**config.mk**
```make
export PLATFORM = sky130hd
export DESIGN_NAME = cpu_cpu_mul_seq
export DESIGN_NICKNAME = d
export VERILOG_FILES = /design/src/rtl/cpu_cpu_mul_seq.sv
export SDC_FILE = /design/constraint.sdc
export NUM_CORES = 1
export LEC_CHECK = 0
export BUFFER_PORTS_ARGS = -buffer_cell sky130_fd_sc_hd__buf_2
export CAP_MARGIN = 10
export CORE_MARGIN = 2
export CORE_UTILIZATION = 40
export CTS_CLUSTER_SIZE = 24
export DETAILED_ROUTE_END_ITERATION = 12
export PLACE_DENSITY_LB_ADDON = 0.3
export SYNTH_ARGS = -nofsm -noshare
export SYNTH_HDL_FRONTEND = slang
export SYNTH_SLANG_ARGS = --single-unit
```
**constraint.sdc**
```tcl
create_clock -name clk -period 19.75 [get_ports clk]
set_input_delay 1.975 -clock clk [delete_from_list [all_inputs] [get_ports clk]]
set_output_delay 1.975 -clock clk [all_outputs]
set_load 0.02 [all_outputs]
```
**src/rtl/cpu_cpu_mul_seq.sv**
```systemverilog
// cpu_cpu_mul_seq -- sequential 32x32 multiplier built on one 16x16 unsigned
// multiplier. It returns the low word (MUL) or the high word (MULXUU/MULXSS/
// MULXSU). The four partial products go into a 64-bit accumulator. The signed
// high word comes from the unsigned product with a final correction step.
//
// Ports:
//   clk, reset          rising-edge clock, synchronous active-high reset
//   req_valid/req_ready request handshake; req_op, req_src1, req_src2 operands
//   flush               abandon any operation in flight (forces IDLE)
//   rsp_valid/rsp_ready response handshake; rsp_result result word
//   busy                high whenever the FSM is not in IDLE
//
// Timing from the acceptance edge:
//   MUL : ISSUE k0,k1,k2 -> DRAIN -> DONE             (rsp_valid after 4 edges)
//   MULX: ISSUE k0..k3   -> DRAIN -> CORR -> DONE     (rsp_valid after 6 edges)
module cpu_cpu_mul_seq (
  input  logic        clk,
  input  logic        reset,
  input  logic        req_valid,
  output logic        req_ready,
  input  logic [1:0]  req_op,
  input  logic [31:0] req_src1,
  input  logic [31:0] req_src2,
  input  logic        flush,
  output logic        rsp_valid,
  input  logic        rsp_ready,
  output logic [31:0] rsp_result,
  output logic        busy
);

  typedef enum logic [2:0] {
    IDLE  = 3'd0,
    ISSUE = 3'd1,
    DRAIN = 3'd2,
    CORR  = 3'd3,
    DONE  = 3'd4
  } state_t;

  localparam logic [1:0] OP_MUL    = 2'b00;
  localparam logic [1:0] OP_MULXSS = 2'b10;
  localparam logic [1:0] OP_MULXSU = 2'b11;

  state_t      state;
  logic [1:0]  k;        // partial-product index while in ISSUE
  logic [31:0] a, b;     // latched operands; they feed the multiplier mux
  logic [1:0]  op;
  logic [63:0] acc;
  logic [31:0] p;        // registered multiplier product
  logic        p_vld;    // p holds a product still to be accumulated
  logic [1:0]  p_k;      // index of the product in p; sets its shift

  logic [15:0] mul_a, mul_b;
  logic [63:0] p_shifted, acc_nxt;
  logic [31:0] hi_corr;
  logic        is_mul, a_sgn;

  assign is_mul    = (op == OP_MUL);
  assign a_sgn     = (op == OP_MULXSS) || (op == OP_MULXSU);
  assign req_ready = (state == IDLE) && !flush && !reset;
  assign busy      = (state != IDLE);

  // k[0] selects the A half and k[1] selects the B half:
  // k0 = Alo*Blo, k1 = Ahi*Blo, k2 = Alo*Bhi, k3 = Ahi*Bhi.
  always_comb begin
    mul_a = k[0] ? a[31:16] : a[15:0];
    mul_b = k[1] ? b[31:16] : b[15:0];
  end

  always_comb begin
    p_shifted = 64'd0;
    case (p_k)
      2'd0:    p_shifted = {32'd0, p};
      2'd1,
      2'd2:    p_shifted = {16'd0, p, 16'd0};
      default: p_shifted = {p, 32'd0};
    endcase
  end

  assign acc_nxt = p_vld ? (acc + p_shifted) : acc;

  // Signed high word from the unsigned product. A negative signed operand X
  // gives an unsigned product that is too large by (other operand) << 32.
  assign hi_corr = acc[63:32]
                 - ((a_sgn && a[31])             ? b : 32'd0)
                 - ((op == OP_MULXSS && b[31])   ? a : 32'd0);

  always_ff @(posedge clk) begin
    if (reset) begin
      state      <= IDLE;
      k          <= 2'd0;
      acc        <= 64'd0;
      rsp_valid  <= 1'b0;
      rsp_result <= 32'd0;
      p_vld      <= 1'b0;
      p_k        <= 2'd0;
      p          <= 32'd0;
      a          <= 32'd0;
      b          <= 32'd0;
      op         <= OP_MUL;
    end else begin
      acc   <= acc_nxt;
      p_vld <= 1'b0;
      if (flush) begin
        state     <= IDLE;
        k         <= 2'd0;
        rsp_valid <= 1'b0;
      end else begin
        case (state)
          IDLE: begin
            if (req_valid) begin
              a     <= req_src1;
              b     <= req_src2;
              op    <= req_op;
              acc   <= 64'd0;
              k     <= 2'd0;
              state <= ISSUE;
            end
          end
          ISSUE: begin
            p     <= {16'd0, mul_a} * {16'd0, mul_b};
            p_vld <= 1'b1;
            p_k   <= k;
            // MUL never needs Ahi*Bhi because it only affects bits 63:32.
            if ((is_mul && k == 2'd2) || k == 2'd3) begin
              k     <= 2'd0;
              state <= DRAIN;
            end else begin
              k <= k + 2'd1;
            end
          end
          DRAIN: begin
            // The last product is added on this edge, so use acc_nxt here.
            if (is_mul) begin
              rsp_result <= acc_nxt[31:0];
              rsp_valid  <= 1'b1;
              state      <= DONE;
            end else begin
              state <= CORR;
            end
          end
          CORR: begin
            rsp_result <= hi_corr;
            rsp_valid  <= 1'b1;
            state      <= DONE;
          end
          DONE: begin
            if (rsp_ready) begin
              rsp_valid <= 1'b0;
              state     <= IDLE;
            end
          end
          default: state <= IDLE;
        endcase
      end
    end
  end

endmodule

```
==> run metrics <==
Syn Nets=~3400; top cell type by total area after synthesis=fa_1; most frequent cells after synthesis=nand2_1 (513), nor2_1 (270), inv_1 (261), a21oi_1 (246), fa_1 (226); initial antenna violation count=2; Post-synth EDFFs=0; clk_lat worst skew=approximately 560 ps; per-cell routed wire length=22.1 um; IO buf count=105; largest net degree at the start of global routing=78; CP required=20190 ps; Cells after Synth=between 2000 and 3000; Pleak=around 0.011 uW; worst setup path start=k[1]; Synthesis Warnings=0; Reg clk slew, reported paths=60 ps; post-DP HPWL=65400 um; Area Overhead vs Synth=9.97%; Final Hold Viols=0; reg2reg setup slack=between 10000 and 15000 ps; CP Launch Type=flop; Seq cells post-synth=~200; maximum operating frequency=0.125 GHz; DR vias=20800; Top Ports=~110; aggregate routed wire length=a little over 80000 um; top-count cell post-synth=nand2_1; CTS tree=yes; vias in the first global route=20300; drt drc=0; Antenna Nets Post-Route=0; Worst-Margin Slew=1220 ps; final layout net count=3420; Max-slew headroom=between 10% and 20%; die area=0.0593 mm^2; FF-to-FF End=p[29]; Max Root-Sink Buffers=3; RSZ-0062 raised after global routing=no; CTS H-tree depth=1; first drt pass iteration count=6; Ant. Diodes=0; Arr. time, crit path=8420 ps; grt total ovfl=0; Die Wd=between 200 and 250 um; CORE AREA=~0.056 mm^2; Max FO, Critical Path=35; PD cells=45.5 mW/mm^2; CP endpoint kind=flop; Clock Skew=12.3 ps; Final min period=7990 ps; Max Cap Viol=0; share of layout cells above drive strength 1=under 10%; Crit Path Class=reg -> reg; Root Buffer=clkbuf_16; # clock sinks=~200; share of flip-flops with an asynchronous set or reset=0%; CP Capture Point=p[29]; Rows=87; setup_tns=0 ps; first-pass GRT wire length=123000 um; Worst VDD drop=0.0556 mV; PostCTS Resize Cnt=0; gpl congestion=1.00; status=finished clean; Overall Global Routing Usage=27.2%; post-synth top area share=19.7%; Mean Syn Cell Area=7.95 um^2; R2R depth=24; final setup vio count=0; Starting Density=a little over 40%; period utilization=40.4%; routed vias/inst=5.64; post-CTS setup buffer count=0; Post-synth top flop=dfxtp_1; Mapped Area=0.0229 mm^2; Final Util=44.6%; Reg-to-Reg Start=k[1]; worst hold stages=2; Die H=243 um; Starting DRT DRC Count=1981; TritonCTS Buffers=26; Seq/Total Area, Yosys=17.7%; # hold bufs at CTS=0; Hold Crit Class=reg -> reg; top post-synthesis cells by area=fa_1 (20%), dfxtp_1 (18%), ha_1 (11%); Netlist cell types=73; Fillers=5605; Slew Limit Fails=0
[cell families (layout without fill, tap and decap cells)]
group,after synthesis,in the layout,share of synthesized area [%]
AO/OA/AOI/OAI,618,618,17.0
XOR/XNOR,105,105,4.01
adder cells (fa/ha/maj),430,430,30.9
buffers and inverters,400,455,6.61
flip-flops,203,203,17.7
multiplexers,102,102,4.63
AND/OR/NAND/NOR,1026,1026,19.2
[critical path: stages (launching register included)]
cell	delay [ps]
dfxtp_2	940
mux2i_1	970
nor2_1	190
fa_1	580
inv_1	50
fa_1	470
inv_1	50
fa_1	500
inv_1	60
fa_1	520
inv_1	50
fa_1	470
inv_1	50
fa_1	470
inv_1	40
ha_1	340
a21o_1	180
a21o_1	180
a22oi_1	210
a31oi_1	210
o41ai_1	570
a31oi_1	290
a31o_2	320
nand2_1	50
o211ai_1	80
[layer usage]
layer	track usage (%)	part of all wire, %	vias up
met5	0	0.016	-
met4	11.5	5.1	2
met3	4.77	8.2	167
met2	41.4	43	893
met1	38.0	44	10100
li1	-	-	9726
[report_power, final]
group / total [uW] / switching, uW / internal [uW]
clock network: 562 / 206 / 356
logic: 149 / 101 / 48.0
registers: 435 / 16.7 / 418
total: 1150 / 324 / 823
[registers in the layout, summed over array words and instances (netlist names), 2 cells and up]
signal,flops
acc,64
a,32
state,3
p_k,2
rsp_result,32
k,2
b,32
p,32
op,2
[layout by cell type, fill, tap and decap left out, types with 21 or more instances in the layout]
cell type / netlist / layout
a211oi_1: 29 / 29
a21o_1: 81 / 81
a21oi_1: 246 / 246
a31oi_1: 21 / 21
and2_1: 44 / 44
buf_2: 6 / 104
buf_4: 0 / 42
clkbuf_16: 0 / 27
dfxtp_1: 203 / 200
fa_1: 226 / 226
ha_1: 204 / 204
inv_1: 261 / 261
mux2_2: 33 / 33
mux2i_1: 69 / 69
nand2_1: 513 / 512
nand3_1: 43 / 43
nand4_1: 30 / 30
nor2_1: 270 / 267
nor3_1: 36 / 35
o21ai_0: 94 / 94
o21bai_1: 25 / 25
xnor2_1: 68 / 68
xor2_1: 37 / 37
[metrics by stage]
step	cells	total power (uW)	cell area, um^2	setup slack [ps]	hold slack (ps)
after floorplan	2884	525	22900	12540	449
after global placement	3646	587	24200	11920	441
after detailed placement	3646	590	24200	11860	446
after CTS	3694	1150	25200	11840	453
after global routing	3695	1180	25200	11220	483
final	3695	1150	25200	11760	452
[how the worst min path moves through the flow]
stage,from,end,slack [ps]
6_report,rsp_result[1],rsp_result[1],450
5_1_grt,rsp_result[2],rsp_result[2],480
4_1_cts,rsp_result[1],rsp_result[1],450
3_5_place_dp,rsp_result[2],rsp_result[2],450
3_3_place_gp,rsp_result[2],rsp_result[2],440
2_1_floorplan,a[0],a[0],450
[area by class of cell]
| type | instances | area [um^2] | area share, % |
|---|---|---|---|
| multi-input cells | 2281 | 17400 | 68.9 |
| clock inverters | 16 | 277 | 1.10 |
| clock buffers | 32 | 734 | 2.91 |
| repair buffers | 146 | 836 | 3.31 |
| inverters | 261 | 980 | 3.88 |
| well taps | 756 | 946 | 3.75 |
| flip-flops and latches | 203 | 4070 | 16.1 |
No activity file was read; power rests on OpenSTA's default activity.
